$ cat src/rtl/pipeline_pkg.sv
// Shared pipeline types and constants: the decode control word, ALU operation encodings and opcodes.
package pipeline_pkg;

  localparam int CTRL_ALUOP_W = 4;

  typedef struct packed {
    logic regdst;
    logic branch;
    logic memread;
    logic memtoreg;
    logic memwrite;
    logic alusrc;
    logic regwrite;
  } ctrl_t;

  typedef struct packed {
    ctrl_t                   bits;
    logic [CTRL_ALUOP_W-1:0] aluop;
  } ctrl_word_t;

  localparam ctrl_t      BUBBLE_CTRL = '0;
  localparam ctrl_word_t BUBBLE_WORD = '0;

  localparam logic [CTRL_ALUOP_W-1:0] ALUOP_ADD   = 4'b0000;
  localparam logic [CTRL_ALUOP_W-1:0] ALUOP_SUB   = 4'b0001;
  localparam logic [CTRL_ALUOP_W-1:0] ALUOP_RTYPE = 4'b0010;

  typedef enum logic [5:0] {
    OP_RTYPE = 6'b000000,
    OP_BEQ   = 6'b000100,
    OP_LW    = 6'b100011,
    OP_SW    = 6'b101011
  } opcode_e;

endpackage

$ cat src/rtl/hazard_unit.sv
// Load-use hazard detector: compares the load sitting in EX against the decode source registers.
module hazard_unit #(
  parameter int REG_AW = 5
) (
  input  logic              ex_valid_i,
  input  logic              ex_memread_i,
  input  logic [REG_AW-1:0] ex_rt_i,
  input  logic              id_valid_i,
  input  logic [REG_AW-1:0] id_rs_i,
  input  logic [REG_AW-1:0] id_rt_i,
  output logic              stall_o
);

  logic rtNonZero;
  logic rtMatch;

  // Register 0 is hardwired, so a load targeting it can never feed a dependent instruction.
  assign rtNonZero = (ex_rt_i != '0);
  assign rtMatch   = (ex_rt_i == id_rs_i) || (ex_rt_i == id_rt_i);
  assign stall_o   = ex_valid_i && ex_memread_i && rtNonZero && rtMatch && id_valid_i;

endmodule

$ cat src/rtl/id_ex_stage.sv
// ID/EX pipeline register with load-use stall and branch-flush bubble insertion.
// Optional performance counters are enabled by defining ID_EX_PERF_CNT_EN.
module id_ex_stage
  import pipeline_pkg::*;
#(
  parameter int DATA_W  = 32,
  parameter int REG_AW  = 5,
  parameter int ALUOP_W = 4
) (
  input  logic               clk,
  input  logic               reset,
  input  logic               id_regdst,
  input  logic               id_branch,
  input  logic               id_memread,
  input  logic               id_memtoreg,
  input  logic               id_memwrite,
  input  logic               id_alusrc,
  input  logic               id_regwrite,
  input  logic [ALUOP_W-1:0] id_aluop,
  input  logic               id_valid,
  input  logic [DATA_W-1:0]  id_pc4,
  input  logic [DATA_W-1:0]  id_rdata1,
  input  logic [DATA_W-1:0]  id_rdata2,
  input  logic [DATA_W-1:0]  id_imm,
  input  logic [REG_AW-1:0]  id_rs,
  input  logic [REG_AW-1:0]  id_rt,
  input  logic [REG_AW-1:0]  id_rd,
  input  logic               flush,
  output logic               ex_regdst,
  output logic               ex_branch,
  output logic               ex_memread,
  output logic               ex_memtoreg,
  output logic               ex_memwrite,
  output logic               ex_alusrc,
  output logic               ex_regwrite,
  output logic [ALUOP_W-1:0] ex_aluop,
  output logic               ex_valid,
  output logic [DATA_W-1:0]  ex_pc4,
  output logic [DATA_W-1:0]  ex_rdata1,
  output logic [DATA_W-1:0]  ex_rdata2,
  output logic [DATA_W-1:0]  ex_imm,
  output logic [REG_AW-1:0]  ex_rs,
  output logic [REG_AW-1:0]  ex_rt,
  output logic [REG_AW-1:0]  ex_rd,
  output logic               stall
`ifdef ID_EX_PERF_CNT_EN
  ,
  output logic [31:0]        stall_count,
  output logic [31:0]        flush_count
`endif
);

  ctrl_t               ctrl_d, ctrl_q;
  logic [ALUOP_W-1:0]  aluop_d, aluop_q;
  logic                valid_d, valid_q;
  logic [DATA_W-1:0]   pc4_q, rdata1_q, rdata2_q, imm_q;
  logic [REG_AW-1:0]   rs_q, rt_q, rd_q;

  hazard_unit #(
    .REG_AW (REG_AW)
  ) u_hazard (
    .ex_valid_i   (valid_q),
    .ex_memread_i (ctrl_q.memread),
    .ex_rt_i      (rt_q),
    .id_valid_i   (id_valid),
    .id_rs_i      (id_rs),
    .id_rt_i      (id_rt),
    .stall_o      (stall)
  );

  // Flush and stall both turn the EX slot into a bubble; only control and valid are cleared.
  always_comb begin
    ctrl_d  = '{regdst:   id_regdst,
                branch:   id_branch,
                memread:  id_memread,
                memtoreg: id_memtoreg,
                memwrite: id_memwrite,
                alusrc:   id_alusrc,
                regwrite: id_regwrite};
    aluop_d = id_aluop;
    valid_d = id_valid;
    if (flush || stall) begin
      ctrl_d  = BUBBLE_CTRL;
      aluop_d = '0;
      valid_d = 1'b0;
    end
  end

  always_ff @(posedge clk) begin
    if (reset) begin
      ctrl_q   <= BUBBLE_CTRL;
      aluop_q  <= '0;
      valid_q  <= 1'b0;
      pc4_q    <= '0;
      rdata1_q <= '0;
      rdata2_q <= '0;
      imm_q    <= '0;
      rs_q     <= '0;
      rt_q     <= '0;
      rd_q     <= '0;
    end else begin
      ctrl_q   <= ctrl_d;
      aluop_q  <= aluop_d;
      valid_q  <= valid_d;
      pc4_q    <= id_pc4;
      rdata1_q <= id_rdata1;
      rdata2_q <= id_rdata2;
      imm_q    <= id_imm;
      rs_q     <= id_rs;
      rt_q     <= id_rt;
      rd_q     <= id_rd;
    end
  end

  assign ex_regdst   = ctrl_q.regdst;
  assign ex_branch   = ctrl_q.branch;
  assign ex_memread  = ctrl_q.memread;
  assign ex_memtoreg = ctrl_q.memtoreg;
  assign ex_memwrite = ctrl_q.memwrite;
  assign ex_alusrc   = ctrl_q.alusrc;
  assign ex_regwrite = ctrl_q.regwrite;
  assign ex_aluop    = aluop_q;
  assign ex_valid    = valid_q;
  assign ex_pc4      = pc4_q;
  assign ex_rdata1   = rdata1_q;
  assign ex_rdata2   = rdata2_q;
  assign ex_imm      = imm_q;
  assign ex_rs       = rs_q;
  assign ex_rt       = rt_q;
  assign ex_rd       = rd_q;

`ifdef ID_EX_PERF_CNT_EN
  logic [31:0] stallCnt_q, flushCnt_q;

  // A stall overridden by flush is not a real PC hold, so it is not counted.
  always_ff @(posedge clk) begin
    if (reset) begin
      stallCnt_q <= '0;
      flushCnt_q <= '0;
    end else begin
      if (stall && !flush)
        stallCnt_q <= stallCnt_q + 32'd1;
      if (flush && id_valid)
        flushCnt_q <= flushCnt_q + 32'd1;
    end
  end

  assign stall_count = stallCnt_q;
  assign flush_count = flushCnt_q;
`endif

endmodule

$ cat config.mk
export PLATFORM = sky130hd
export DESIGN_NAME = id_ex_stage
export DESIGN_NICKNAME = d
export VERILOG_FILES = /design/src/rtl/pipeline_pkg.sv /design/src/rtl/hazard_unit.sv /design/src/rtl/id_ex_stage.sv
export SDC_FILE = /design/constraint.sdc
export NUM_CORES = 1
export LEC_CHECK = 0
export BUFFER_PORTS_ARGS = -buffer_cell sky130_fd_sc_hd__buf_2
export CORE_ASPECT_RATIO = 0.5
export CORE_MARGIN = 2
export CORE_UTILIZATION = 30
export DETAILED_ROUTE_END_ITERATION = 8
export GPL_TIMING_DRIVEN = 0
export PLACE_DENSITY = 0.62
export SYNTH_ARGS = -nofsm -noshare
export SYNTH_HDL_FRONTEND = slang
export SYNTH_SLANG_ARGS = --single-unit
export TNS_END_PERCENT = 100
$ cat constraint.sdc
create_clock -name clk -period 2.2 [get_ports clk]
set_clock_uncertainty 0.2 [all_clocks]
set_input_delay 0.66 -clock clk [delete_from_list [all_inputs] [get_ports clk]]
set_output_delay 0.66 -clock clk [all_outputs]
set_load 0.005 [all_outputs]
==> results.py, run 1 <==
metrics = {
    "outcome": {
        "status": "complete, but fails checks",
        "violations": "setup timing",
    },
    "synthesis": {
        "syn_area_per_cell_um2": 12.1,
        "yosys_warnings": 0,
        "synthDistinctLibCells": 15,
        "synth_area_um2": 4390,
        "syn_nets": 520,
        "ys_seq_area_frac": 0.707,
        "ys_ff_latch": 155,
        "synthCells": 362,
    },
    "hold_path": {
        "hp-class": "in2reg",
        "min_delay_path_depth": 2,
        "hold_end": "ex_rdata1[11]$_SDFF_PP0_",
        "holdCritStartpoint": "id_rdata1[11]",
    },
    "critical_path": {
        "path_max_fanout": 2,
        "start_kind": "primary input",
        "crit_path_end_kind": "output pin",
        "r2r-end": "ex_aluop[3]$_SDFF_PP0_",
        "crit_required_ns": 1.34,
        "r2r_start": "ex_rt[3]$_SDFF_PP0_",
        "critical-path-max-stage-delay_ns": 0.18,
        "cp_num_buf_inv": 2,
        "crit_path_top_delay_cell": "o22ai_2",
        "r2r_slack_ns": 0.34,
        "path_cells": "buf_2 > xnor2_2 > nand2_1 > o22ai_2 > and2_4 > buf_6",
        "crit_type": "in2out",
        "cp_top_family": "simple AND/OR/NAND/NOR gates",
        "reg2regPathDepth": 10,
        "worstPathArrival_ns": 1.45,
    },
    "clock_tree": {
        "cts.reportedPaths.clkPinSlew_ns": 0.07,
        "postCtsHoldBufs": 0,
        "cts_root_buf": "clkbuf_16",
        "htreeDepth": 4,
        "clkLatencyLatePin_ns": 0.39,
        "cts_made_buffers": 17,
        "cts.sinks": 155,
        "cts_tree": "done",
        "clockBufferDepth": 2,
    },
    "placement": {
        "place.gp.congestion": 0.746,
        "io_buffer_count": 312,
        "dp.cells": 872,
        "dpl.hpwl_mm": 9.35,
    },
    "sta": {
        "tightest_slew_ns": 0.471,
        "fin_tns_setup_ns": -0.108,
        "hold_violations": 0,
        "fin_ws_ns": -0.108,
        "fmax_mhz": 433,
        "rsz0062_at_grt": "true",
        "finalCritPeriodShare": 1.05,
        "period_needed_ns": 2.31,
        "setup_viol": 1,
        "slew_viol_final": 0,
        "slew_headroom": 0.686,
    },
    "floorplanning": {
        "die_h_um": 89.6,
        "fp.dieW_um": 175,
        "start_util": 0.305,
        "core_area_um2": 14400,
        "num_rows": 31,
        "die_area_um2": 15700,
        "io_pins": 314,
    },
    "grt": {
        "grt_pass1_vias": 3270,
        "grt_usage": 0.140,
        "grt_overflow": 0,
        "grt_max_degree": 17,
        "antenna_found_initial": 1,
        "grt_first_pass_wirelength_mm": 16.7,
    },
    "routing": {
        "wirelength_mm": 11.8,
        "drtIter0Drc": 61,
        "drc": 0,
        "wl_met2_mm": 6.35,
        "top_layer_used": "met5",
        "routed_via_density": 3.87,
        "wl_per_cell_um": 13.0,
        "drtPass1Iterations": 4,
        "antenna_left": 0,
        "wl_met3_um": 560,
        "vias": 3514,
        "wl_met1_mm": 4.85,
    },
    "power": {
        "p_leak_nw": 3.60,
        "ir_drop_v": 0.000500,
        "p_total_mw": 6.60,
        "power_density_nw_per_um2": 946,
    },
    "cells_and_area": {
        "layout-drive-gt1-share": 0.520,
        "nNetsFinal": 856,
        "diodes": 0,
        "instances_no_fill": 909,
        "area_delta_synth_final_pct": 58.8,
        "fin_util": 0.485,
    },
    "flow_run": {
        "cap_violations": 0,
    },
}
## stage by stage
stage          hold slack [ns]  setup WS, ns  area (um2)
6_report                 0.260        -0.108        6970
5_1_grt                  0.239        -0.161        6970
4_1_cts                  0.245       -0.0922        6920
3_5_place_dp             0.431        -0.223        6200
3_3_place_gp             0.430        -0.225        6200
2_1_floorplan            0.381        0.0577        4390
## worst reg2reg max path: cells and delay by family (launching register included)
| family | cells | cell delay, ns |
|---|---|---|
| XOR/XNOR | 1 | 0.14 |
| flip-flops | 1 | 0.37 |
| buffers and inverters | 6 | 0.75 |
| AND/OR/NAND/NOR | 1 | 0.08 |
| AO/OA/AOI/OAI | 2 | 0.25 |
## cells in the final DEF (no fill, tap or decap)
cell type   synthesis  layout
a21oi_1            13      12
a21oi_2             0       1
and2_4              0       1
and2b_1            42      42
buf_2               2     310
buf_4               2       7
buf_6               1       5
bufinv_16           0       3
clkbuf_1           14      14
clkbuf_16           0      17
clkinv_4            0       1
clkinvlp_4          0       2
dfxtp_1           155     150
dfxtp_4             0       5
inv_6               0       6
inv_8               0       3
nand2_1            14      14
nand3_1             3       3
nor2_1              2       2
nor2b_1           101     101
nor3_1              1       1
o22ai_2             1       1
xnor2_1            10       2
xnor2_2             0       8
## final cells by class
type / count / area (um2)
repair buffers: 317 / 1620
flip-flops and latches: 155 / 3120
clock inverters: 15 / 200
fillers: 1434 / 7420
well taps: 198 / 248
clock buffers: 17 / 425
plain buffers: 19 / 88.8
multi-input cells: 188 / 1260
## logic make-up (layout without fill, tap and decap cells)
| family | count (synthesis) | in the layout | synth area share |
|---|---|---|---|
| AND/OR/NAND/NOR | 164 | 164 | 0.236 |
| flip-flops | 155 | 155 | 0.707 |
| buffers and inverters | 19 | 368 | 0.0202 |
| AO/OA/AOI/OAI | 14 | 14 | 0.0177 |
| XOR/XNOR | 10 | 10 | 0.0199 |
## report_power, final
group | internal [mW] | switching, mW
clock network | 1.84 | 1.25
registers | 2.95 | 0.0400
logic | 0.310 | 0.211
## worst max path at each step
stage	from	slack [ns]	to	depth (start not counted)
finish	id_rs[3]	-0.11	stall	6
global route	id_rs[3]	-0.16	stall	6
CTS	ex_rt[1]$_SDFF_PP0_	-0.09	stall	5
detailed placement	id_rs[4]	-0.22	stall	6
global placement	id_rs[4]	-0.22	stall	6
floorplan	id_rs[0]	0.06	stall	4
## state kept, by name (all words and copies together) (netlist names)
name and count:
ex_imm 32, ex_pc4 32, ex_rdata1 32, ex_rdata2 32
ex_rd 5, ex_rs 5, ex_rt 5, ex_aluop 4
ex_alusrc 1, ex_branch 1, ex_memread 1, ex_memtoreg 1
ex_memwrite 1, ex_regdst 1, ex_regwrite 1, ex_valid 1
## synth_stat cells (all sizes together)
master | number | area (um2)
dfxtp | 155 | 3100
nor2b | 101 | 632
and2b | 42 | 315
clkbuf | 14 | 52.6
nand2 | 14 | 52.6
a21oi | 13 | 65.1
xnor2 | 10 | 87.6
buf | 5 | 36.3
nand3 | 3 | 15.0
nor2 | 2 | 7.51
and2 | 1 | 7.51
nor3 | 1 | 5.00
o22ai | 1 | 12.5
## metal layers
layer,track usage,vias up
met1,0.165,1638
met5,0,-
met3,0.0383,4
met4,0.0341,2
met2,0.258,97
li1,-,1773
## timing repair
action | 4_1_cts | 5_1_grt
setup buffers | 5 | 0
endpoints found under the setup margin | 1 | 1
gates resized for setup | 14 | 11
pin swaps | 7 | 4
(Power assumes the default switching activity.)
==> run 2: changes to the inputs <==
--- a/config.mk
+++ b/config.mk
@@ -8,10 +8,11 @@
 export BUFFER_PORTS_ARGS = -buffer_cell sky130_fd_sc_hd__buf_2
 export CORE_ASPECT_RATIO = 0.5
 export CORE_MARGIN = 2
-export CORE_UTILIZATION = 30
+export CORE_UTILIZATION = 40
 export DETAILED_ROUTE_END_ITERATION = 8
 export GPL_TIMING_DRIVEN = 0
-export PLACE_DENSITY = 0.62
+export PLACE_DENSITY = 0.79
+export SLEW_MARGIN = 15
 export SYNTH_ARGS = -nofsm -noshare
 export SYNTH_HDL_FRONTEND = slang
 export SYNTH_SLANG_ARGS = --single-unit
==> run 2 against run 1 <==
The flow still finishes with violations (setup timing). Global-route usage up 5.3 points. Routed wire length fell by 0.34%. Worst hold slack improved by 0.0058 ns. Critical endpoint unchanged. Largest cell class unchanged.
==> results.py, run 2 (same netlist as run 1, synthesis figures left out) <==
metrics = {
    "grt": {
        "use_met3": 0.0635,
        "grt_max_degree": 17,
        "grt_overflow": 0,
        "antenna_found_initial": 0,
        "grt_use_met2": 0.365,
        "grt_usage": 0.193,
        "grt_pass1_vias": 3528,
        "grt_first_pass_wirelength_mm": 17.8,
        "grt.busiest_layer": "met2",
        "grt.met1_usage": 0.204,
    },
    "flow_run": {
        "cap_violations": 0,
    },
    "critical_path": {
        "crit_required_ns": 1.34,
        "worstPathArrival_ns": 1.47,
        "crit_path_top_delay_cell": "xnor2_2",
        "critical-path-max-stage-delay_ns": 0.17,
        "crit_type": "in2out",
        "crit_path_end_kind": "output pin",
        "path_max_fanout": 2,
        "path_cells": "buf_6 > xnor2_2 > nand3_1 > o22ai_2 > and2_4 > buf_6",
        "reg2regPathDepth": 6,
        "cpMostUsedCell": "buf_6",
        "start_kind": "primary input",
    },
    "floorplanning": {
        "fp.dieW_um": 152,
        "core_area_um2": 10400,
        "die_h_um": 78.1,
        "num_rows": 26,
        "start_util": 0.421,
        "die_area_um2": 11900,
        "io_pins": 314,
    },
    "cells_and_area": {
        "layout_commonest_cell": "buf_2",
        "nNetsFinal": 852,
        "multi_input_area_um2": 1240,
        "final.fill_count": 874,
        "layout-drive-gt1-share": 0.512,
        "layout_common_cells": "buf_2 (310), dfxtp_1 (150), nor2b_1 (101)",
        "design_area_um2": 6770,
        "diodes": 0,
        "area_delta_synth_final_pct": 54.0,
        "seq_area_um2": 3120,
    },
    "power": {
        "power_density_nw_per_um2": 913,
        "p_total_mw": 6.17,
        "ir_drop_v": 0.000673,
        "p_leak_nw": 3.52,
    },
    "sta": {
        "fin_ws_ns": -0.129,
        "period_needed_ns": 2.33,
        "finalCritPeriodShare": 1.06,
        "rsz0062_at_grt": "true",
        "setup_viol": 1,
        "slew_viol_final": 0,
        "hold_violations": 0,
        "fmax_mhz": 429,
        "slew_headroom": 0.704,
        "tightest_slew_ns": 0.444,
        "hold_slack_ns": 0.266,
        "fin_tns_setup_ns": -0.129,
    },
    "clock_tree": {
        "cts.reportedPaths.clkPinSlew_ns": 0.06,
        "cts_made_buffers": 17,
        "clockBufferDepth": 2,
        "cts_root_buf": "clkbuf_16",
        "htreeDepth": 4,
        "cts_tree": "done",
        "postCtsHoldBufs": 0,
        "cts.sinks": 155,
        "clkLatencyLatePin_ns": 0.39,
    },
    "routing": {
        "drtIter0Drc": 123,
        "antenna_left": 0,
        "vias": 3510,
        "wl_per_cell_um": 13.9,
        "drc": 0,
        "routed_via_density": 4.14,
        "drtPass1Iterations": 5,
        "wirelength_mm": 11.8,
    },
    "hold_path": {
        "min_delay_path_depth": 2,
        "hp-class": "in2reg",
    },
    "outcome": {
        "status": "complete, but fails checks",
        "violations": "setup timing",
    },
    "placement": {
        "io_buffer_count": 312,
        "pre_cts_ws_ns": -0.225,
        "place.gp.congestion": 0.782,
        "post_dp_cell_area_um2": 6130,
        "dpl.hpwl_mm": 9.32,
    },
}
-- run 2: cell types whose count changed in the layout (fill, tap and decap cells not counted), moves of 3 or more --
cell / before / now
bufinv_16: 3 / 0
clkinvlp_4: 2 / 5
xnor2_1: 2 / 5
buf_4: 7 / 3
inv_8: 3 / 0
xnor2_2: 8 / 5
-- run 2: power breakdown --
part	total [mW]	internal (mW)	leakage, nW	switching [mW]
sequential	3.00	2.95	1.29	0.0418
combinational	0.511	0.301	1.97	0.210
clock	2.67	1.49	0.256	1.17
-- run 2: metal layers --
| metal | share of wire | routed length (um) | vias up |
|---|---|---|---|
| li1 | - | - | 1771 |
| met5 | 0 | 0 | - |
| met4 | 0.017 | 195 | 0 |
| met2 | 0.54 | 6410 | 115 |
| met3 | 0.062 | 731 | 18 |
| met1 | 0.38 | 4440 | 1606 |
-- run 2: stage by stage --
stage           util  std cells
6_report       0.648        847
3_3_place_gp   0.587        814
3_5_place_dp   0.587        814
2_1_floorplan      -        362
4_1_cts        0.643        847
5_1_grt        0.648        847
-- run 2: path summary, 6_finish.rpt --
kind | startpoint | end | slack [ns]
hold / removal | id_pc4[0] | ex_pc4[0]$_SDFF_PP0_ | 0.27
setup reg to reg | ex_rt[2]$_SDFF_PP0_ | ex_aluop[2]$_SDFF_PP0_ | 0.71
hold reg to reg | ex_valid$_SDFF_PP0_ | ex_aluop[1]$_SDFF_PP0_ | 0.42
setup / recovery | id_rs[2] | stall | -0.13
-- run 2: worst max-delay path, delay by kind of cell --
family | cells | cell delay (ns)
xor gates and xnor gates | 1 | 0.17
AOI/OAI and AO/OA | 1 | 0.17
buffers and inverters | 2 | 0.19
and+or+nand+nor | 2 | 0.28
-- run 2: timing repair --
item	in CTS	in global routing
setup buffers	1	0
setup endpoints to repair	1	1
hold endpoints to repair	0	0
gates resized for setup	11	9
pin swaps	2	5
-- run 2: final cells by class --
class,count,share of cell area
clock buffers,18,0.0649
plain buffers,19,0.0131
multi-input cells,188,0.183
clock inverters,14,0.0166
well taps,140,0.0259
flip-flops and latches,155,0.461
repair buffers,313,0.236
